`config.mk`:
```
export PLATFORM = sky130hd
export DESIGN_NAME = dma_axi_r_stream
export DESIGN_NICKNAME = d
export VERILOG_FILES = /design/src/rtl/dma_axi_r_stream.sv
export SDC_FILE = /design/constraint.sdc
export NUM_CORES = 1
export LEC_CHECK = 0
export BUFFER_PORTS_ARGS = -buffer_cell sky130_fd_sc_hd__buf_2
export CAP_MARGIN = 40
export CORE_UTILIZATION = 43
export CTS_CLUSTER_SIZE = 12
export DETAILED_ROUTE_END_ITERATION = 16
export PLACE_DENSITY = 0.57
export SYNTH_ARGS = -nofsm -noshare
export SYNTH_HDL_FRONTEND = slang
export SYNTH_SLANG_ARGS = --single-unit
```
`constraint.sdc`:
```
create_clock -name clk -period 9.8 [get_ports clk]
set_input_delay 0.98 -clock clk [delete_from_list [all_inputs] [get_ports clk]]
set_output_delay 0.98 -clock clk [all_outputs]
set_load 0.01 [all_outputs]
```
`src/rtl/dma_axi_r_stream.sv`:
```
`default_nettype none
// +--------------------------------------------------------------------------+
// | Module  : dma_axi_r_stream                                               |
// | Purpose : Multi-burst AXI4 read DMA. One start command fetches           |
// |           xfer_beats_i beats from memory as INCR bursts. Each burst is   |
// |           bounded by MAX_BURST, the 4KB page and the free space in the   |
// |           on-chip FIFO. The fetched beats leave as a valid/ready stream. |
// |           Bad RRESP and misplaced RLAST are flagged on a sticky error.   |
// | Ports   : clk, rst_n (async active-low)                                  |
// |           start_i/start_addr_i/xfer_beats_i  command                     |
// |           busy_o/done_o/error_o              status                      |
// |           m_axi_ar*                          AXI read address channel    |
// |           m_axi_r*                           AXI read data channel       |
// |           out_data_o/out_valid_o/out_last_o/out_ready_i  output stream   |
// | Revision: 1.0 - initial release                                          |
// +--------------------------------------------------------------------------+
module dma_axi_r_stream #(
   parameter int DMA_DATA_W   = 32,
   parameter int ADDR_W       = 32,
   parameter int XFER_W       = 16,
   parameter int MAX_BURST    = 16,
   parameter int FIFO_DEPTH_W = 5
) (
   input  logic                  clk,
   input  logic                  rst_n,
   input  logic                  start_i,
   input  logic [ADDR_W-1:0]     start_addr_i,
   input  logic [XFER_W-1:0]     xfer_beats_i,
   output logic                  busy_o,
   output logic                  done_o,
   output logic                  error_o,
   output logic [3:0]            m_axi_arid_o,
   output logic [ADDR_W-1:0]     m_axi_araddr_o,
   output logic [7:0]            m_axi_arlen_o,
   output logic [2:0]            m_axi_arsize_o,
   output logic [1:0]            m_axi_arburst_o,
   output logic                  m_axi_arlock_o,
   output logic [3:0]            m_axi_arcache_o,
   output logic [2:0]            m_axi_arprot_o,
   output logic [3:0]            m_axi_arqos_o,
   output logic                  m_axi_arvalid_o,
   input  logic                  m_axi_arready_i,
   input  logic [DMA_DATA_W-1:0] m_axi_rdata_i,
   input  logic [1:0]            m_axi_rresp_i,
   input  logic                  m_axi_rlast_i,
   input  logic                  m_axi_rvalid_i,
   output logic                  m_axi_rready_o,
   output logic [DMA_DATA_W-1:0] out_data_o,
   output logic                  out_valid_o,
   output logic                  out_last_o,
   input  logic                  out_ready_i
);

   localparam int BYTES      = DMA_DATA_W / 8;
   localparam int SIZE       = $clog2(BYTES);
   localparam int DEPTH      = 2 ** FIFO_DEPTH_W;
   localparam int LEN_W      = 9;                     // burst length 1..256
   localparam int PG_W       = 13;                    // beats to page end 1..4096
   localparam int CMP_W      = (XFER_W > PG_W) ? XFER_W : PG_W;
   localparam int CNT_W      = FIFO_DEPTH_W + 1;
   localparam int FREE_CMP_W = (CNT_W > LEN_W) ? CNT_W : LEN_W;
   localparam logic [ADDR_W-1:0] ALIGN_MASK = ~ADDR_W'(BYTES - 1);

   typedef enum logic [1:0] {
      S_IDLE  = 2'd0,
      S_AR    = 2'd1,
      S_DATA  = 2'd2,
      S_DRAIN = 2'd3
   } state_t;

   state_t              state_q, state_d;
   logic [ADDR_W-1:0]   addr_q, addr_d;
   logic [XFER_W-1:0]   rem_q, rem_d;
   logic [XFER_W-1:0]   xfer_q, xfer_d;
   logic [XFER_W-1:0]   pop_cnt_q, pop_cnt_d;
   logic [LEN_W-1:0]    blen_q, blen_d;
   logic [LEN_W-1:0]    beat_q, beat_d;
   logic                error_q, error_d;
   logic                done_q, done_d;
   logic [CNT_W-1:0]    wr_ptr_q, rd_ptr_q;
   logic [DMA_DATA_W-1:0] mem_q [DEPTH];

   logic [CNT_W-1:0]    w_fifo_cnt;
   logic [CNT_W-1:0]    w_fifo_free;
   logic [PG_W-1:0]     w_page_beats;
   logic [CMP_W-1:0]    w_blen_ext;
   logic [LEN_W-1:0]    w_burst_len;
   logic                w_space_ok;
   logic                w_push;
   logic                w_pop;
   logic                w_last_beat;

   // ---------------------------------------------------------------------
   // FIFO occupancy; the extra pointer bit separates full from empty.
   // ---------------------------------------------------------------------
   assign w_fifo_cnt  = wr_ptr_q - rd_ptr_q;
   assign w_fifo_free = CNT_W'(DEPTH) - w_fifo_cnt;

   // ---------------------------------------------------------------------
   // Next burst length: min(remaining, MAX_BURST, beats left in 4KB page)
   // ---------------------------------------------------------------------
   assign w_page_beats = (PG_W'(4096) - {1'b0, addr_q[11:0]}) >> SIZE;

   always_comb begin
      w_blen_ext = CMP_W'(MAX_BURST);
      if (CMP_W'(rem_q) < w_blen_ext) begin
         w_blen_ext = CMP_W'(rem_q);
      end
      if (CMP_W'(w_page_beats) < w_blen_ext) begin
         w_blen_ext = CMP_W'(w_page_beats);
      end
   end

   assign w_burst_len = w_blen_ext[LEN_W-1:0];
   // The whole burst must fit before it is requested, so rready can stay
   // high through DATA without ever looking at the FIFO level.
   assign w_space_ok  = FREE_CMP_W'(w_fifo_free) >= FREE_CMP_W'(w_burst_len);

   assign w_push      = m_axi_rready_o && m_axi_rvalid_i;
   assign w_pop       = out_valid_o && out_ready_i;
   assign w_last_beat = (beat_q == (blen_q - 1'b1));

   // ---------------------------------------------------------------------
   // AXI read address / data channel outputs
   // ---------------------------------------------------------------------
   assign m_axi_arid_o    = 4'd0;
   assign m_axi_araddr_o  = addr_q;
   assign m_axi_arlen_o   = 8'(w_burst_len - 1'b1);
   assign m_axi_arsize_o  = 3'(SIZE);
   assign m_axi_arburst_o = 2'b01;
   assign m_axi_arlock_o  = 1'b0;
   assign m_axi_arcache_o = 4'b0010;
   assign m_axi_arprot_o  = 3'b010;
   assign m_axi_arqos_o   = 4'd0;
   // addr_q/rem_q are frozen in S_AR and the free space can only grow
   // there, so araddr/arlen/arvalid stay stable until arready.
   assign m_axi_arvalid_o = (state_q == S_AR) && w_space_ok;
   assign m_axi_rready_o  = (state_q == S_DATA);

   // ---------------------------------------------------------------------
   // Stream outputs; out_last is found by counting pops against the total.
   // ---------------------------------------------------------------------
   assign out_valid_o = (w_fifo_cnt != '0);
   assign out_data_o  = mem_q[rd_ptr_q[FIFO_DEPTH_W-1:0]];
   assign out_last_o  = out_valid_o && (pop_cnt_q == (xfer_q - 1'b1));

   assign busy_o  = (state_q != S_IDLE);
   assign done_o  = done_q;
   assign error_o = error_q;

   // ---------------------------------------------------------------------
   // Next-state logic
   // ---------------------------------------------------------------------
   always_comb begin
      state_d   = state_q;
      addr_d    = addr_q;
      rem_d     = rem_q;
      xfer_d    = xfer_q;
      blen_d    = blen_q;
      beat_d    = beat_q;
      error_d   = error_q;
      done_d    = 1'b0;
      pop_cnt_d = w_pop ? (pop_cnt_q + 1'b1) : pop_cnt_q;

      case (state_q)
         S_IDLE: begin
            if (start_i) begin
               addr_d    = start_addr_i & ALIGN_MASK;
               rem_d     = xfer_beats_i;
               xfer_d    = xfer_beats_i;
               error_d   = 1'b0;
               pop_cnt_d = '0;
               beat_d    = '0;
               if (xfer_beats_i == '0) begin
                  done_d = 1'b1;
               end else begin
                  state_d = S_AR;
               end
            end
         end

         S_AR: begin
            if (m_axi_arvalid_o && m_axi_arready_i) begin
               blen_d  = w_burst_len;
               beat_d  = '0;
               state_d = S_DATA;
            end
         end

         S_DATA: begin
            if (m_axi_rvalid_i) begin
               if (m_axi_rresp_i != 2'b00) begin
                  error_d = 1'b1;
               end
               // Burst end is decided by our own beat count; a wrong
               // RLAST is only reported, never used to cut the burst.
               if (m_axi_rlast_i != w_last_beat) begin
                  error_d = 1'b1;
               end
               if (w_last_beat) begin
                  beat_d  = '0;
                  addr_d  = addr_q + (ADDR_W'(blen_q) << SIZE);
                  rem_d   = rem_q - XFER_W'(blen_q);
                  state_d = (rem_q == XFER_W'(blen_q)) ? S_DRAIN : S_AR;
               end else begin
                  beat_d = beat_q + 1'b1;
               end
            end
         end

         S_DRAIN: begin
            if (w_fifo_cnt == '0) begin
               done_d  = 1'b1;
               state_d = S_IDLE;
            end
         end

         default: begin
            state_d = S_IDLE;
         end
      endcase
   end

   // ---------------------------------------------------------------------
   // State and pointer registers
   // ---------------------------------------------------------------------
   always_ff @(posedge clk or negedge rst_n) begin
      if (!rst_n) begin
         state_q   <= S_IDLE;
         addr_q    <= '0;
         rem_q     <= '0;
         xfer_q    <= '0;
         pop_cnt_q <= '0;
         blen_q    <= '0;
         beat_q    <= '0;
         error_q   <= 1'b0;
         done_q    <= 1'b0;
         wr_ptr_q  <= '0;
         rd_ptr_q  <= '0;
      end else begin
         state_q   <= state_d;
         addr_q    <= addr_d;
         rem_q     <= rem_d;
         xfer_q    <= xfer_d;
         pop_cnt_q <= pop_cnt_d;
         blen_q    <= blen_d;
         beat_q    <= beat_d;
         error_q   <= error_d;
         done_q    <= done_d;
         if (w_push) begin
            wr_ptr_q <= wr_ptr_q + 1'b1;
         end
         if (w_pop) begin
            rd_ptr_q <= rd_ptr_q + 1'b1;
         end
      end
   end

   // FIFO storage needs no reset: the pointers define what is valid.
   always_ff @(posedge clk) begin
      if (w_push) begin
         mem_q[wr_ptr_q[FIFO_DEPTH_W-1:0]] <= m_axi_rdata_i;
      end
   end

endmodule
`default_nettype wire

```
## After elaboration in Yosys (flattened, before gate mapping)

Memories as Yosys holds them, arrays and structs flattened.
Index checks and enable logic that the tools add are counted.

| word-level totals | value |
|---|---|
| register bits after elaboration | 114 |
| RAM bits | 1024 |
| memories | 1 |

Memories:

| name | words | bits a word | read ports | clocked after memory_dff | write ports | RTL line | RTL |
|---|---|---|---|---|---|---|---|
| mem_q | 32 | 32 | 1 | 0 | 1 | 81 | `logic [DMA_DATA_W-1:0] mem_q [DEPTH];` |

| operators by class | value |
|---|---|
| add/subtract/negate cells | 12 |
| magnitude comparators | 3 |
| equal/unequal tests | 14 |
| muxes and demuxes | 37 |
| reduce and logical (&&, ||, !) cells | 19 |

Operator list:

| kind | number |
|---|---|
| 16-bit 2-to-1 mux | 7 |
| 32-bit 2-to-1 mux | 3 |
| 32-bit one-hot mux with 2 select lines | 1 |
| 9-bit 2-to-1 mux | 5 |
| 32-bit by 11-bit adder with 32-bit output | 1 |
| 16-bit one-hot mux with 2 select lines | 1 |
| 9-bit one-hot mux with 3 select lines | 1 |
| 16-bit by 1-bit adder with 16-bit output (second input constant) | 1 |
| 16-bit equality test | 1 |
| 16-bit by 9-bit equality test with 1-bit output | 1 |
| 16-bit zero test | 1 |
| 11-bit by 16-bit < comparator with 1-bit output | 1 |
| 16-bit by 5-bit < comparator with 1-bit output (second input constant) | 1 |
| 16-bit by 1-bit subtractor with 16-bit output (second input constant) | 1 |
| 16-bit by 9-bit subtractor with 16-bit output | 1 |
| 2-bit 2-to-1 mux | 7 |
| 13-bit by 12-bit subtractor with 13-bit output (first input constant) | 1 |
| 6-bit by 1-bit adder with 6-bit output (second input constant) | 2 |
| 4-bit AND reduction | 3 |
| 9-bit by 1-bit adder with 9-bit output (second input constant) | 1 |
| 9-bit equality test | 1 |
| 6-bit by 9-bit greater-or-equal comparator with 1-bit output | 1 |
| 1-bit 2-to-1 mux | 9 |
| 9-bit by 1-bit subtractor with 9-bit output (second input constant) | 1 |
| 19 further kinds | 32 |

## Logic depth before layout (Yosys ltp)

| logic depth | value |
|---|---|
| word-level depth | 9 |
| gate-level depth with buffers | 24 |
| gate-level depth less buffers | 21 |

## Least setup slack after synthesis

OpenSTA, ideal clock, no wires.

| timing | value |
|---|---|
| path type | register -> output |
| start | register rem_q[15] |
| end | output port m_axi_arvalid_o |
| data arrival time | 4.472 ns |
| required time | 8.820 ns |
| setup slack | 4.348 ns |
| stages on the path, launching flop included | 20 |
| buffers on the path | 2 |
| cells stage by stage | dfrtp_1 -> nor4_2 -> and4b_1 -> clkbuf_1 -> nand2_1 -> ha_1 -> a21oi_1 -> a21oi_1 -> o31a_1 -> or4_4 -> buf_2 -> mux2_2 -> inv_1 -> ha_1 -> nand2b_1 -> a21oi_1 -> a211oi_1 -> o211ai_1 -> mux2i_4 -> o211a_1 |

| between the ends | value |
|---|---|
| longest elaborated chain between the ends | 6 |

RTL lines:

| element | RTL line | RTL |
|---|---|---|
| start, declared | 73 | `logic [XFER_W-1:0] rem_q, rem_d;` |
| start signal, assigned | 243 | `rem_q <= rem_d;` |
| 16-bit by 5-bit < comparator with 1-bit output | 106 | `if (CMP_W'(rem_q) < w_blen_ext) begin` |
| 16-bit 2-to-1 mux * | 106 |  |
| 11-bit by 16-bit < comparator with 1-bit output | 109 | `if (CMP_W'(w_page_beats) < w_blen_ext) begin` |
| 9-bit 2-to-1 mux * | 109 |  |
| via w_blen_ext[0] | 86 | `logic [CMP_W-1:0] w_blen_ext;` |
| 6-bit by 9-bit greater-or-equal comparator with 1-bit output * | 117 | `assign w_space_ok = FREE_CMP_W'(w_fifo_free) >= FREE_CMP_W'(w_burst_len);` |
| 1-bit logical AND * | 137 | `assign m_axi_arvalid_o = (state_q == S_AR) && w_space_ok;` |
| end, declared | 41 | `output logic m_axi_arvalid_o,` |

Mark *: on every way through the listed nets, which the timed path passes. The rest lies on a longest branch.

## Worst setup path after layout

Same ends and word-level chain as after synthesis.

==> metrics.txt <==
Achievable Freq=148 MHz; most frequent cells in the layout=edfxtp_1 (1024), mux4_2 (320), nand2_1 (235), buf_2 (162), clkbuf_16 (121); clock share of power=0.269; switching power=0.00538 W; RSZ-0062 raised after global routing=false; number of max-cap violations=0; WL final=around 120000 µm; fraction of final layout cells sized beyond drive strength 1=0.259; ys flop type=edfxtp_1; DRT iter0 DRCs=around 2400; Detailed Routing Iterations Pass 1=6; synthesized netlist cell count=2597; Fillers=between 8000 and 9000; crit-path max FO=20; Post-synth EDFFs=~1000; worst-case vdd ir drop=0.000209 V; Final Non-Filler Cells=roughly 4400; most common cell after layout, fill and taps aside=edfxtp_1; Post-Syn Area per Cell=approximately 18 µm²; Post-CTS Resized=0; Slew Limit Fails=0; cell mode on critical path=a21oi_1; CTS Hold Bufs=0; Hold Path Class=input pin to asynchronous set/reset pin; crit path buf inv count=2; CTS Buf Count=roughly 120; area of the die=112000 µm²; worst skew pair latency=~0.72 ns; Root Driver=clkbuf_16; Ys Warns=0; Core ar.=~110000 µm²; die width=334 µm; Ports=roughly 190; Total GRT Usage=0.217; P_leak=approximately 18 nW; Finished Cell Area=roughly 54000 µm²; IO buf count=163; setup TNS after final layout=0 ns; Arr. time, crit path=between 5 and 6 ns; Synth Register Bits=about 1100; critical path's top delay family=simple AND/OR/NAND/NOR gates; WP data required=8.82 ns; final routed DRC violation total=0; Setup crit end kind=primary output; CTS tree=yes; final net count=between 2000 and 3000; CTS Sinks=approximately 1100; min cycle time layout=a little under 7 ns; GR Overflow Total=0; die height=~330 µm; critical path class=flop to primary output; synthesized cell area=between 40000 and 50000 µm²; outcome=completed; H-tree depth=3; via count=around 26000; Cells after DPL=~4200; async set or reset register ratio after synthesis=0.0986; sequential cell area fraction in the yosys report=0.707; sequential power share=0.376; post-synth cell types=86; Worst-Margin Slew=0.978 ns; Max Root-Sink Buffers=3; clk_skew=roughly 0.071 ns; clock-pin slew on the worst setup and hold paths=approximately 0.06 ns; largest net degree at the start of global routing=150; worst stage delay on the critical path=0.65 ns; Synth-to-Final Area Change=14.0%; vias per cell=just under 6; Crit-path slowest cell=or4_4; DP Area=~50000 µm²; final hold violations=0; Final GP Congestion=between 0.8 and 0.9; logic gate share of total power=0.355; WL/cell=between 20 and 30 µm; internal power=around 0.010 W; final setup violation count=0; post-CTS setup buffers=0; Post-DRT Antenna Nets=0; Final Power=between 0.015 and 0.02 W; Worst Setup Slack, final=a little over 3 ns; first-pass GRT wire length=approximately 180000 µm; Std-Cell Rows=between 100 and 150; Sw Ratio=0.340; DP HPWL=about 67000 µm; initial core utilization=0.435; fin crit share=0.692; Setup crit start kind=flop; vias in the first global route=between 20000 and 30000; Slew headroom=0.348; Pwr Density=292 nW/µm²; initial antenna violation count=12; post-place setup slack=3.77 ns; CP Cell Sequence=nor4_2 > and4b_1 > nand2_1 > ha_1 > a21oi_1 > a21oi_1 > o31a_1 > or4_4 > mux2_2 > inv_1 > ha_1 > nand2b_1 > a21oi_1 > a211oi_1 > o211ai_1 > mux2i_4 > o211a_1 > buf_2
==> kinds of logic after synthesis <==
logic type	count (synthesis)	share of synthesized area
fa+ha+maj	58	0.0158
compound gates	238	0.0343
other cells	2	0.000158
simple gates	538	0.0531
buf+inv	206	0.0185
flops	1136	0.707
mux	340	0.157
xor+xnor	79	0.0146
==> through the flow <==
stage	utilization	hold slack, ns
after global placement	0.460	0.480
after CTS	0.496	0.271
after global routing	0.496	0.298
after floorplan	-	0.460
after detailed placement	0.462	0.484
final	0.496	0.289
==> Yosys cell counts, drive strengths merged (4+ instances only) <==
library cell / number / share of area
a21oi: 57 / 0.0060
or2: 7 / 0.00092
o21a: 4 / 0.00063
a2bb2oi: 5 / 0.00092
o31ai: 6 / 0.00095
xnor2: 46 / 0.0085
a2111oi: 5 / 0.00095
o22ai: 4 / 0.00053
o31a: 4 / 0.00074
and3: 15 / 0.0020
clkbuf: 87 / 0.0069
o21ai: 63 / 0.0066
inv: 59 / 0.0047
nor3: 37 / 0.0040
a31oi: 10 / 0.0013
or4: 12 / 0.0020
dfrtp: 112 / 0.059
a211oi: 6 / 0.0011
a221oi: 7 / 0.0013
mux4: 320 / 0.15
mux2: 6 / 0.0014
a221o: 6 / 0.0013
and2: 7 / 0.00092
nand3: 49 / 0.0052
a21o: 10 / 0.0016
nor2: 90 / 0.0071
a22oi: 4 / 0.00063
edfxtp: 1024 / 0.65
ha: 55 / 0.015
nor2b: 14 / 0.0018
o32ai: 5 / 0.00092
nand3b: 5 / 0.00079
nand2: 235 / 0.019
nand4: 19 / 0.0025
or3: 15 / 0.0020
nor3b: 5 / 0.00079
nand2b: 4 / 0.00053
buf: 60 / 0.0069
mux2i: 14 / 0.0032
nor4: 16 / 0.0024
a32oi: 9 / 0.0017
xor2: 33 / 0.0061
==> power by group through the flow <==
stage / logic [W] / clock network, W / registers, W
after detailed placement: 0.00568 / 0 / 0.00605
after global routing: 0.00610 / 0.00451 / 0.00600
final: 0.00561 / 0.00425 / 0.00595
after global placement: 0.00554 / 0 / 0.00603
after CTS: 0.00570 / 0.00433 / 0.00595
after floorplan: 0.00398 / 0 / 0.00582
==> flip-flops by register name, summed over array words and instances (netlist names) <==
signal and cells:
rd_ptr_q 6, done_o 1, blen_q 9, state_q 2, xfer_q 16, m_axi_araddr_o 30, rem_q 16, error_o 1
pop_cnt_q 16, mem_q 1024, beat_q 9, wr_ptr_q 6
==> path summary, 6_finish.rpt <==
kind / from / slack (ns) / cells after the start / end
max: rem_q[15]$_DFFE_PN0P_ / 3.02 / 18 / m_axi_arvalid_o
max reg2reg: rem_q[15]$_DFFE_PN0P_ / 3.88 / 18 / state_q[1]$_DFFE_PN0P_
min: rst_n / 0.29 / 1 / m_axi_araddr_o[3]$_DFFE_PN0P_
max in group asynchronous: rst_n / 8.47 / 3 / rd_ptr_q[0]$_DFFE_PN0P_
min in group clk: wr_ptr_q[5]$_DFFE_PN0P_ / 0.49 / 1 / wr_ptr_q[5]$_DFFE_PN0P_
min reg2reg: wr_ptr_q[5]$_DFFE_PN0P_ / 0.49 / 1 / wr_ptr_q[5]$_DFFE_PN0P_
==> cell type report <==
class	count	area, µm²	share of cell area
well taps	1476	1850	0.0341
inverters	59	224	0.00414
flip-flops and latches	1136	33600	0.620
diodes	2	5.00	0.0000925
clock buffers	157	3180	0.0588
multi-input cells	1282	13300	0.247
clock inverters	50	482	0.00891
repair buffers	226	1450	0.0269
==> metal layers <==
metal | track usage | up-vias | wire length (µm)
li1 | - | 10900 | -
met1 | 0.300 | 13600 | 50600
met2 | 0.365 | 902 | 59700
met3 | 0.0319 | 179 | 7280
met4 | 0.0503 | 6 | 2490
met5 | 0 | - | 34
No activity file was read; power rests on OpenSTA's default activity.
